## src/rtl/ps2_frame_receiver_if.sv

```systemverilog
`default_nettype none
// ============================================================================
//  Module      : ps2_frame_receiver_if
//  Description : Bundle of the PS/2 receive pins and the validated scan-code
//                output of ps2_frame_receiver.
//                master : the receiver (samples the pins, drives the byte
//                         and strobes)
//                slave  : the consumer / pin source (drives the pins,
//                         observes the byte and strobes)
//  Ports       : ps2_clk, ps2_data        raw asynchronous PS/2 pins
//                received_data[7:0]       last valid scan-code byte
//                received_data_en         one-cycle valid strobe
//                parity_error             one-cycle bad-parity strobe
//                frame_error              one-cycle bad-stop/timeout strobe
//  Revision    : 1.0 - initial release
// ============================================================================
interface ps2_frame_receiver_if;
    logic       ps2_clk;
    logic       ps2_data;
    logic [7:0] received_data;
    logic       received_data_en;
    logic       parity_error;
    logic       frame_error;

    modport master (
        input  ps2_clk,
        input  ps2_data,
        output received_data,
        output received_data_en,
        output parity_error,
        output frame_error
    );

    modport slave (
        output ps2_clk,
        output ps2_data,
        input  received_data,
        input  received_data_en,
        input  parity_error,
        input  frame_error
    );
endinterface
`default_nettype wire

```

## src/rtl/ps2_frame_receiver.sv

```systemverilog
`default_nettype none
// ============================================================================
//  Module      : ps2_frame_receiver
//  Description : Receive-only PS/2 frame receiver. Synchronises the raw pins,
//                glitch-filters the PS/2 clock, samples 11-bit frames on the
//                filtered falling edge, checks start/odd-parity/stop and
//                recovers from stalled frames with an inter-bit timeout.
//  Ports       : clk    system clock (rising edge)
//                reset  synchronous active-high reset
//                bus    ps2_frame_receiver_if.master (pins in, byte and
//                       strobes out)
//  Revision    : 1.0 - initial release
// ============================================================================
module ps2_frame_receiver #(
    parameter int FILTER_LEN     = 8,
    parameter int TIMEOUT_CYCLES = 10000
) (
    input  logic                 clk,
    input  logic                 reset,
    ps2_frame_receiver_if.master bus
);
    localparam int c_FILT_W = $clog2(FILTER_LEN + 1);
    localparam int c_TO_W   = $clog2(TIMEOUT_CYCLES + 1);

    localparam logic [c_FILT_W-1:0] c_FILT_MAX = c_FILT_W'(FILTER_LEN);
    localparam logic [c_FILT_W-1:0] c_FILT_ONE = c_FILT_W'(1);
    localparam logic [c_TO_W-1:0]   c_TO_LAST  = c_TO_W'(TIMEOUT_CYCLES - 1);
    localparam logic [c_TO_W-1:0]   c_TO_ONE   = c_TO_W'(1);

    localparam logic [1:0] c_IDLE   = 2'd0;
    localparam logic [1:0] c_DATA   = 2'd1;
    localparam logic [1:0] c_PARITY = 2'd2;
    localparam logic [1:0] c_STOP   = 2'd3;

    logic [1:0]          r_clk_sync;
    logic [1:0]          r_data_sync;
    logic [c_FILT_W-1:0] r_filt_cnt;
    logic                r_filt_clk;
    logic                r_filt_clk_d;
    logic                r_fall;
    logic [1:0]          r_state;
    logic [2:0]          r_bit_cnt;
    logic [7:0]          r_shift;
    logic                r_parity;
    logic [c_TO_W-1:0]   r_to_cnt;
    logic [7:0]          r_rx_data;
    logic                r_rx_en;
    logic                r_par_err;
    logic                r_frm_err;

    logic                w_bit;
    logic                w_timeout;

    assign w_bit     = r_data_sync[1];
    // Only an in-progress frame can time out; IDLE holds the counter at zero.
    assign w_timeout = (r_state != c_IDLE) && (r_to_cnt == c_TO_LAST);

    // Two-flop synchronisers; idle-high so reset looks like a released bus.
    always_ff @(posedge clk) begin
        if (reset) begin
            r_clk_sync  <= 2'b11;
            r_data_sync <= 2'b11;
        end else begin
            r_clk_sync  <= {r_clk_sync[0], bus.ps2_clk};
            r_data_sync <= {r_data_sync[0], bus.ps2_data};
        end
    end

    // Glitch filter: the filtered clock follows the synchronised clock only
    // after FILTER_LEN consecutive cycles of disagreement. The counter
    // reaches FILTER_LEN on the same edge the level flips, then clears.
    always_ff @(posedge clk) begin
        if (reset) begin
            r_filt_cnt   <= '0;
            r_filt_clk   <= 1'b1;
            r_filt_clk_d <= 1'b1;
            r_fall       <= 1'b0;
        end else begin
            r_filt_clk_d <= r_filt_clk;
            r_fall       <= r_filt_clk_d & ~r_filt_clk;
            if (r_clk_sync[1] == r_filt_clk) begin
                r_filt_cnt <= '0;
            end else if (r_filt_cnt != c_FILT_MAX) begin
                r_filt_cnt <= r_filt_cnt + c_FILT_ONE;
                if (r_filt_cnt == c_FILT_MAX - c_FILT_ONE) begin
                    r_filt_clk <= r_clk_sync[1];
                end
            end
        end
    end

    // Frame FSM, timeout and registered result strobes.
    always_ff @(posedge clk) begin
        if (reset) begin
            r_state   <= c_IDLE;
            r_bit_cnt <= '0;
            r_shift   <= '0;
            r_parity  <= 1'b0;
            r_to_cnt  <= '0;
            r_rx_data <= 8'h00;
            r_rx_en   <= 1'b0;
            r_par_err <= 1'b0;
            r_frm_err <= 1'b0;
        end else begin
            r_rx_en   <= 1'b0;
            r_par_err <= 1'b0;
            r_frm_err <= 1'b0;

            if ((r_state == c_IDLE) || r_fall) begin
                r_to_cnt <= '0;
            end else begin
                r_to_cnt <= r_to_cnt + c_TO_ONE;
            end

            // A timeout wins over a coincident fall; that bit is dropped.
            if (w_timeout) begin
                r_state   <= c_IDLE;
                r_frm_err <= 1'b1;
            end else if (r_fall) begin
                case (r_state)
                    c_IDLE: begin
                        // A high "start" bit is a false start: stay idle.
                        if (!w_bit) begin
                            r_state   <= c_DATA;
                            r_bit_cnt <= '0;
                            r_shift   <= '0;
                        end
                    end
                    c_DATA: begin
                        // LSB arrives first, so shift right from bit 7.
                        r_shift   <= {w_bit, r_shift[7:1]};
                        r_bit_cnt <= r_bit_cnt + 3'd1;
                        if (r_bit_cnt == 3'd7) begin
                            r_state <= c_PARITY;
                        end
                    end
                    c_PARITY: begin
                        r_parity <= w_bit;
                        r_state  <= c_STOP;
                    end
                    c_STOP: begin
                        r_state <= c_IDLE;
                        // Bad stop bit masks any parity result.
                        if (!w_bit) begin
                            r_frm_err <= 1'b1;
                        end else if (^{r_shift, r_parity}) begin
                            r_rx_data <= r_shift;
                            r_rx_en   <= 1'b1;
                        end else begin
                            r_par_err <= 1'b1;
                        end
                    end
                    default: begin
                        r_state <= c_IDLE;
                    end
                endcase
            end
        end
    end

    assign bus.received_data    = r_rx_data;
    assign bus.received_data_en = r_rx_en;
    assign bus.parity_error     = r_par_err;
    assign bus.frame_error      = r_frm_err;

endmodule
`default_nettype wire

```

## src/flat_wrapper.sv

```systemverilog
// flat-port wrapper written by rule: the top's interface ports become plain ports
module ps2_frame_receiver_flat 
#(
    parameter int FILTER_LEN     = 8,
    parameter int TIMEOUT_CYCLES = 10000
)
  (clk, reset, bus_ps2_clk, bus_ps2_data, bus_received_data, bus_received_data_en, bus_parity_error, bus_frame_error);
  ps2_frame_receiver_if bus_i ();
  input  logic clk;
  input  logic reset;
  input wire logic [$bits(bus_i.ps2_clk)-1:0] bus_ps2_clk;
  input wire logic [$bits(bus_i.ps2_data)-1:0] bus_ps2_data;
  output wire logic [$bits(bus_i.received_data)-1:0] bus_received_data;
  output wire logic [$bits(bus_i.received_data_en)-1:0] bus_received_data_en;
  output wire logic [$bits(bus_i.parity_error)-1:0] bus_parity_error;
  output wire logic [$bits(bus_i.frame_error)-1:0] bus_frame_error;
  assign bus_i.ps2_clk = bus_ps2_clk;
  assign bus_i.ps2_data = bus_ps2_data;
  assign bus_received_data = bus_i.received_data;
  assign bus_received_data_en = bus_i.received_data_en;
  assign bus_parity_error = bus_i.parity_error;
  assign bus_frame_error = bus_i.frame_error;
  ps2_frame_receiver #(.FILTER_LEN(FILTER_LEN), .TIMEOUT_CYCLES(TIMEOUT_CYCLES)) u_core (.clk(clk), .reset(reset), .bus(bus_i));
endmodule
```

## config.mk

```make
export PLATFORM = sky130hd
export DESIGN_NAME = ps2_frame_receiver_flat
export DESIGN_NICKNAME = d
export VERILOG_FILES = /design/src/rtl/ps2_frame_receiver_if.sv /design/src/rtl/ps2_frame_receiver.sv /design/src/flat_wrapper.sv
export SDC_FILE = /design/constraint.sdc
export NUM_CORES = 1
export LEC_CHECK = 0
export ABC_AREA = 1
export CAP_MARGIN = 20
export CORE_MARGIN = 3
export CORE_UTILIZATION = 55
export DETAILED_ROUTE_END_ITERATION = 8
export PLACE_DENSITY = 0.83
export RECOVER_POWER = 100
export SYNTH_ARGS = -nofsm -noshare
export SYNTH_HDL_FRONTEND = slang
export SYNTH_SLANG_ARGS = --single-unit
```

## constraint.sdc

```tcl
create_clock -name clk -period 2.1 [get_ports clk]
set_input_delay 0.42 -clock clk [delete_from_list [all_inputs] [get_ports clk]]
set_output_delay 0.42 -clock clk [all_outputs]
set_load 0.1 [all_outputs]
```

==> impl_metrics.py <==
metrics = {
    "yosys": {
        "synth_area_leaders": "dfxtp_1, nand2_1, nor2_1",
        "synth_edf_count": 0,
        "syn_nets": 363,
        "synth_area_um2": 2470,
        "yosysMostFrequentCell": "nand2_1",
        "synth_cells": 349,
        "yosysWarnings": 0,
        "ys.flop_type": "dfxtp_1",
        "synth.distinct_cells": 32,
        "yosysSeqAreaShare_pct": 40.6,
        "synth-seq-cells": 50,
        "synth_async_sr_flop_share_pct": 0,
        "syn_area_per_cell_um2": 7.07,
        "synth_largest_area_cell": "dfxtp_1",
        "synthTopCellsByCount": "nand2_1, dfxtp_1, nor2_1",
        "synth_top_area_share_pct": 40.6,
    },
    "global_route": {
        "grt_usage_pct": 18.8,
        "grt_max_degree": 22,
        "grt_overflow_total": 0,
        "grt_pass1_vias": 1971,
        "grt_pass1_wl_mm": 7.96,
        "antenna_found_initial": 0,
    },
    "power": {
        "peakVddDrop_v": 0.000457,
        "power_density_nw_per_um2": 621,
        "power_leakage_uw": 0.00111,
    },
    "routing": {
        "top_layer_used": "met4",
        "met2WireLength_mm": 2.09,
        "routed_via_density": 5.11,
        "ant_nets": 0,
        "drc": 0,
        "first_pass_iters": 4,
        "wl_met3_um": 164,
        "first_iter_violations": 89,
        "m1WireLength_mm": 2.11,
        "wl_per_cell_um": 10.7,
        "drt-total-wl_mm": 4.47,
        "num_vias": 2131,
    },
    "place": {
        "place_area_um2": 2610,
        "port_buffers": 14,
        "dp.cells": 409,
        "dp_hpwl_mm": 3.25,
        "gp_congestion": 0.859,
    },
    "timing": {
        "rsz0062_at_grt": "no",
        "finalClockSkew_ns": 0.00653,
        "drv_slew": 0,
        "hold_viol": 0,
        "setup_tns_ns": 0,
        "fin_crit_ns": 1.83,
        "hold_slack_ns": 0.414,
        "period_share_pct": 87.1,
        "max_freq_mhz": 546,
        "worst_slew_pin_slew_ns": 0.540,
        "max_slew_margin_pct": 64.2,
        "setup-violations-final": 0,
    },
    "clock_tree": {
        "post_cts_resized": 0,
        "clkTransAtPathRegs_ns": 0.09,
        "cts.sinks": 50,
        "htreeDepth": 2,
        "clockBufferDepth": 2,
        "cts_tree": "built",
        "root_buffer": "clkbuf_8",
        "post-cts-setup-buffers": 0,
        "numCtsBuffers": 5,
        "clock_latency_ns": 0.30,
        "cts_hold_buf": 0,
    },
    "cells_and_area": {
        "finalNonFillerCells": 417,
        "design_area_um2": 2670,
        "drive_gt1_share_pct": 13.4,
        "syn2layout_area_growth_pct": 8.32,
        "n_antenna_cell": 0,
        "num-nets-final": 380,
    },
    "floorplanning": {
        "core_um2": 4170,
        "die-area_um2": 5320,
        "die_w_um": 73.0,
        "rows": 23,
        "io_pins": 15,
        "initial_core_util_pct": 59.1,
        "die_h_um": 73.0,
    },
    "setup_path": {
        "worstPathRequired_ns": 2.28,
        "critPathArrivalTime_ns": 2.01,
        "crit_path_start_kind": "flip-flop",
        "critical_path_class": "reg2reg",
        "endpoint_kind": "flip-flop",
        "cp_max_fo": 16,
    },
    "min_path": {
        "hold_path_class": "reg2reg",
    },
    "run_status": {
        "run_status": "finished clean",
    },
    "flow_run": {
        "drv_cap": 0,
    },
}
where the power goes:
group          switching, µW  total, µW  leakage (µW)  internal (µW)
combinational           17.7       31.1      0.000655           13.3
sequential              2.76        954      0.000404            951
clock                    320        674     0.0000504            354
critical path: stages, from the launching register on:
cell and delay, ns:
dfxtp_1 0.35, inv_1 0.12, ha_1 0.23, inv_1 0.08
nand3_2 0.11, nand2_1 0.11, nor2_4 0.39, nand3_1 0.18
nand2_1 0.09, a21oi_1 0.05
per-layer routing:
| metal | GRT usage (%) | up-vias |
|---|---|---|
| met3 | 5.10 | 10 |
| met4 | 6.56 | 0 |
| met2 | 31.9 | 32 |
| met1 | 22.8 | 953 |
| met5 | 0 | - |
| li1 | - | 1136 |
stage by stage:
step	util [%]	worst slack (ns)	power, µW
CTS	65.4	0.283	1670
finish	64.0	0.270	1660
floorplan	-	0.569	997
global route	64.0	0.0890	1720
detailed placement	62.6	0.301	1010
global placement	62.6	0.398	1010
state kept, by name (all words and copies together) (netlist names):
| name | count |
|---|---|
| u_core.r_data_sync | 2 |
| u_core.r_to_cnt | 14 |
| u_core.bus.frame_error | 1 |
| u_core.r_parity | 1 |
| u_core.r_filt_clk | 1 |
| u_core.r_filt_cnt | 4 |
| u_core.bus.received_data | 8 |
| u_core.bus.parity_error | 1 |
| u_core.bus.received_data_en | 1 |
| u_core.r_fall | 1 |
| u_core.r_filt_clk_d | 1 |
| u_core.r_bit_cnt | 3 |
| u_core.r_clk_sync | 2 |
| u_core.r_shift | 8 |
| u_core.r_state | 2 |
final timing paths:
| kind | start | to | slack (ns) | depth (start not counted) |
|---|---|---|---|---|
| setup / recovery | u_core.r_state[0] | u_core.bus.received_data[7] | 0.27 | 9 |
| hold / removal | u_core.r_clk_sync[0] | u_core.r_clk_sync[1] | 0.41 | 1 |
| setup reg to reg | u_core.r_state[0] | u_core.bus.received_data[7] | 0.27 | 9 |
| hold reg to reg | u_core.r_clk_sync[0] | u_core.r_clk_sync[1] | 0.41 | 1 |
cells in the final DEF, fill, tap and decap left out, drive strengths merged, types with 6 or more instances in the layout:
master	count
nand3	19
o21ai	11
nor2	53
or2	6
nor3	7
nand2	102
ha	10
dfxtp	50
a21oi	25
inv	41
clkbuf	19
final cells by class:
cell class,count,area (µm²)
timing repair buffer,18,105
fill,368,1500
clock buffer,5,68.8
tap,50,62.6
inverter,42,158
clock inverter,3,45.0
sequential,50,1000
multi-input combinational,249,1230
cells by family (layout without fill, tap and decap cells):
group	after synthesis	after routing	synth area share, %
compound gates	40	40	9.59
fa+ha+maj	10	10	5.07
buf+inv	50	68	8.73
flops	50	50	40.6
mux	1	1	0.406
simple gates	198	198	35.6
No activity file was read; power rests on OpenSTA's default activity.
==> RTL change 1: new RTL, same flow settings <==
`FILTER_LEN` is set to 8 in 2 places; all go to 32.
--- a/src/rtl/ps2_frame_receiver.sv
+++ b/src/rtl/ps2_frame_receiver.sv
@@ -12,7 +12,7 @@
 //  Revision    : 1.0 - initial release
 // ============================================================================
 module ps2_frame_receiver #(
-    parameter int FILTER_LEN     = 8,
+    parameter int FILTER_LEN     = 32,
     parameter int TIMEOUT_CYCLES = 10000
 ) (
     input  logic                 clk,
--- a/src/flat_wrapper.sv
+++ b/src/flat_wrapper.sv
@@ -1,7 +1,7 @@
 // flat-port wrapper written by rule: the top's interface ports become plain ports
 module ps2_frame_receiver_flat 
 #(
-    parameter int FILTER_LEN     = 8,
+    parameter int FILTER_LEN     = 32,
     parameter int TIMEOUT_CYCLES = 10000
 )
   (clk, reset, bus_ps2_clk, bus_ps2_data, bus_received_data, bus_received_data_en, bus_parity_error, bus_frame_error);
Formal check against the unedited RTL: no difference found for any inputs over 10 cycles, from zero or initial values and one cycle with reset high; that may be too few to reach the edited logic, so the function may still have changed.
==> RTL change 1 against the original RTL <==
Design area shrank 1.5%. Clock skew up 0.0061 ns. Power fell by 3.6%. Die area is 2.0% lower. Non-clock buffer count grew 2. Synthesized area fell by 2.2%. Core utilization down 0.078 points. Wire length fell by 0.94%. Global-route usage up 0.25 points. Sequential share of layout area grew 2.1 points. Worst setup slack better by 0.0083 ns. Combinational power shrank 21%. Cell count down 4.3%. Sequential cell count up 2. Highest routed layer unchanged.
==> RTL change 1: results <==
[status]
status = complete, no violations

[yosys]
synth_cell_types = 30
syn_avg_cell_area_sq_um = 7.35
synthAdderAreaFrac_pct = 5.19
ys_top_cells_by_area = dfxtp_1 43%, nand2_1 12%, inv_1 6.7%
synth_commonest_cells = 78 x nand2_1, 52 x dfxtp_1, 43 x inv_1
synthMuxAreaShare_pct = 0
synth-xor-area-share_pct = 1.45
synth_compound_area_share_pct = 12.1
synth_fp_nets = 342
yosysSeqAreaShare_pct = 43.2

[cells_and_area]
final_cells = 399
layout.nets = 362
fill_cells = 390

[route]
drt_pass1_iterations = 4
vias = 2025
dr.first_iter.drc_count = 101
totalWireLength_um = 4420

[placed_design]
place_inst = 391
dp_hpwl_um = 3290
gp_congestion = 0.791
placed_area_sq_mm = 0.00259

[worst_setup_path]
crit_slowest_cell = dfxtp_1
crit_arrival_ns = 2.04

[pwr]
leakage_nw = 1.14
p_sw_mw = 0.333
p_total_mw = 1.60
powerClk_mw = 0.583
combPwrFrac_pct = 1.5

[global_route]
grt_max_degree = 18
use_met1_pct = 23.2
track_usage_pct = 19.0
use_met3_pct = 4.99
grtUsageMet2_pct = 32.5
grt_pass1_wl_um = 7890
grt_pass1_vias = 1848

[sta]
finalClockSkew_ns = 0.0127
maxSlewHeadroom_pct = 49.5
==> RTL change 1: cell types whose count changed in the layout (fill, tap and decap cells not counted), sizes merged, moves of 4 or more <==
| cell | unedited run | this run |
|---|---|---|
| inv | 41 | 46 |
| nand2 | 102 | 83 |
| a21oi | 25 | 29 |
| a211oi | 3 | 10 |
| xnor2 | 0 | 4 |
| nor2 | 53 | 41 |
==> RTL change 1: path summary, 6_finish.rpt <==
path	startpoint	endpoint	slack [ns]	cells after the start
max reg2reg	u_core.r_state[0]$_SDFFE_PP0P_	u_core.r_shift[4]$_SDFFE_PP0P_	0.28	8
max	u_core.r_state[0]$_SDFFE_PP0P_	u_core.r_shift[4]$_SDFFE_PP0P_	0.28	8
min	u_core.r_clk_sync[0]$_SDFF_PP1_	u_core.r_clk_sync[1]$_SDFF_PP1_	0.41	1
min reg2reg	u_core.r_clk_sync[0]$_SDFF_PP1_	u_core.r_clk_sync[1]$_SDFF_PP1_	0.41	1
==> RTL change 1: kinds of logic after synthesis <==
group | Yosys count
AND/OR/NAND/NOR | 158
adder cells (fa/ha/maj) | 10
XOR/XNOR | 4
AO/OA/AOI/OAI | 51
buffers and inverters | 53
flip-flops | 52
==> RTL change 1: metal layers <==
metal	wire, um	part of all wire [%]	up-vias
met5	0	0	-
met4	63	1.4	0
met3	97	2.2	7
met2	2110	48	12
met1	2150	49	921
li1	-	-	1085
==> RTL change 1: layout make-up <==
type / count / area [sq um] / area share (%)
Clock inverter: 1 / 7.51 / 0.285
Timing Repair Buffer: 20 / 119 / 4.52
Tap cell: 50 / 62.6 / 2.38
Inverter: 46 / 173 / 6.56
Multi-Input combinational cell: 223 / 1140 / 43.4
Sequential cell: 52 / 1040 / 39.6
Clock buffer: 7 / 86.3 / 3.28
==> RTL change 2: new RTL, same flow settings <==
Without the edit above. Reset style: asynchronous (`reset`), changed in 3 clocked blocks. Comments in the files are not updated.
--- a/src/rtl/ps2_frame_receiver.sv
+++ b/src/rtl/ps2_frame_receiver.sv
@@ -56,7 +56,7 @@
     assign w_timeout = (r_state != c_IDLE) && (r_to_cnt == c_TO_LAST);
 
     // Two-flop synchronisers; idle-high so reset looks like a released bus.
-    always_ff @(posedge clk) begin
+    always_ff @(posedge clk or posedge reset) begin
         if (reset) begin
             r_clk_sync  <= 2'b11;
             r_data_sync <= 2'b11;
@@ -69,7 +69,7 @@
     // Glitch filter: the filtered clock follows the synchronised clock only
     // after FILTER_LEN consecutive cycles of disagreement. The counter
     // reaches FILTER_LEN on the same edge the level flips, then clears.
-    always_ff @(posedge clk) begin
+    always_ff @(posedge clk or posedge reset) begin
         if (reset) begin
             r_filt_cnt   <= '0;
             r_filt_clk   <= 1'b1;
@@ -90,7 +90,7 @@
     end
 
     // Frame FSM, timeout and registered result strobes.
-    always_ff @(posedge clk) begin
+    always_ff @(posedge clk or posedge reset) begin
         if (reset) begin
             r_state   <= c_IDLE;
             r_bit_cnt <= '0;
Check against the original RTL: no difference found for any inputs over 10 cycles, from zero or initial values and one cycle with reset high; that may be too few to reach the edited logic, so the function may still have changed.
==> RTL change 2 against the original RTL <==
Sequential cell count did not move. Via count is 6.9% lower. Worst setup slack improved by 0.11 ns. Synthesized area rose by 5.6%. Design area increased by 3.7%. Fmax up 6.7%. Die area rose by 5.1%. Wire length fell by 1.9%. Cell count is 8.4% lower.
Power is not compared: it rests on default switching activity, and its combinational part moved more than twofold at a synthesized area within 25%.
==> RTL change 2: results <==
[yosys]
syn_avg_cell_area_sq_um = 8.43
synthArstFlopShare_pct = 100
synth_commonest_cells = 97 x nand2_1, 44 x dfrtp_1, 42 x inv_1
synthMuxAreaShare_pct = 0.384
yosysSeqAreaShare_pct = 48.3
synth_compound_area_share_pct = 8.84
synth-xor-area-share_pct = 1.35
synthAdderAreaFrac_pct = 4.32
synthFlopType = dfrtp_1
ys_warn_count = 0
synth_fp_nets = 322
synth_cell_types = 28
ys_top_cells_by_area = dfrtp_1 42%, nand2_1 14%, dfstp_2 6.1%

[pwr]
vdd_drop_max_mv = 0.711
leakage_nw = 1.36

[cells_and_area]
largest_reg_flops = 14
layout.nets = 342
drive_gt1_share_pct = 12.1
insertedDiodeCount = 0
largest-register = u_core.r_to_cnt

[clock_tree]
cts_buffers = 5
root_buffer = clkbuf_8
clkLatencyLatePin_ns = 0.30
cts_buffer_depth = 2
clk_pin_slew_ns = 0.08
cts_setup_buffers = 0
h-tree-depth = 2

[placed_design]
place_inst = 374
port_buffers = 14
pre_cts_ws_ns = 0.343
dp_hpwl_um = 3190
gp_congestion = 0.852

[route]
avgViaCountPerCell = 5.19
wire_per_inst_um = 11.5
dr.first_iter.drc_count = 143
totalWireLength_um = 4380
drt_pass1_iterations = 4

[worst_hold_path]
min_to = u_core.r_clk_sync[1]$_DFF_PP1_
hold-path-cell-count = 0
hp-start = u_core.r_clk_sync[0]$_DFF_PP1_
min-delay-path-class = flop to flop

[global_route]
grt_max_degree = 51
track_usage_pct = 18.7
grt_pass1_vias = 1863
grt_pass1_wl_um = 8030
grt_antenna_before_repair = 0

[worst_setup_path]
crit_arrival_ns = 1.95
r2r-start = u_core.r_to_cnt[0]$_DFF_PP0_
ff2ff_path_depth = 7
r2r-end = u_core.r_to_cnt[12]$_DFF_PP0_
cp_max_fo = 5
r2r_slack_ns = 0.38
crit_slowest_cell = dfrtp_1
critPathMaxStageDelay_ns = 0.39

[status]
status = complete, no violations

[sta]
worst_pin_slew_ns = 1.18
finalClockSkew_ns = 0.00670
period_minus_slack_ns = 1.72
RTL change 2: changes by cell type after synthesis, sizes merged, moves of 5 or more:
| cell | before | now |
|---|---|---|
| a21oi | 25 | 10 |
| dfrtp | 0 | 44 |
| dfstp | 0 | 6 |
| dfxtp | 50 | 0 |
| nand3 | 19 | 26 |
| nor2 | 53 | 26 |
| o21ai | 11 | 24 |
| or2 | 6 | 1 |
RTL change 2: stage by stage:
step	cell area, sq um	hold slack (ns)
finish	2770	0.359
CTS	2880	0.360
detailed placement	2790	0.347
global route	2770	0.370
floorplan	2600	0.345
global placement	2790	0.346
RTL change 2: worst max-delay path by stage:
stage | startpoint | endpoint | slack, ns
2_1_floorplan | reset | u_core.bus.frame_error$_DFF_PP0_ | 0.49
3_3_place_gp | u_core.r_state[0]$_DFFE_PP0P_ | u_core.r_shift[2]$_DFFE_PP0P_ | 0.43
3_5_place_dp | u_core.r_state[1]$_DFFE_PP0P_ | u_core.r_bit_cnt[2]$_DFFE_PP0P_ | 0.34
4_1_cts | u_core.r_state[1]$_DFFE_PP0P_ | u_core.r_bit_cnt[2]$_DFFE_PP0P_ | 0.29
5_1_grt | u_core.r_state[1]$_DFFE_PP0P_ | u_core.r_bit_cnt[1]$_DFFE_PP0P_ | 0.17
6_report | u_core.r_to_cnt[0]$_DFF_PP0_ | u_core.r_to_cnt[12]$_DFF_PP0_ | 0.38
RTL change 2: cells by family after synthesis:
logic type / count (synthesis)
compound gates: 34
xor+xnor: 4
fa+ha+maj: 9
buf+inv: 46
flops: 50
mux: 1
simple gates: 165
RTL change 2: power breakdown:
part	total, mW	switching, mW	internal [mW]
clock	0.567	0.301	0.266
sequential	1.20	0.119	1.08
combinational	0.675	0.449	0.226
RTL change 2: area by class of cell:
class	instances	area (sq um)
inverters	42	158
clock buffers	7	86.3
clock inverters	1	5.00
fillers	405	1700
well taps	52	65.1
repair buffers	17	101
flip-flops and latches	50	1260
multi-input cells	213	1100
RTL change 2: critical path, delay by kind of cell, from the launching register on:
family / cells / cell delay, ns
AND/OR/NAND/NOR: 5 / 0.92
flip-flops: 1 / 0.39
adder cells (fa/ha/maj): 1 / 0.20
AO/OA/AOI/OAI: 1 / 0.14
RTL change 2: routing by layer:
layer / wire [um] / part of all wire (%) / global-route usage, % / vias to the layer above
met5: 0 / 0 / 0 / -
met4: 71 / 1.6 / 6.13 / 0
met3: 203 / 4.6 / 4.81 / 8
met2: 2050 / 47 / 31.0 / 45
met1: 2050 / 47 / 23.9 / 915
li1: - / - / - / 1016
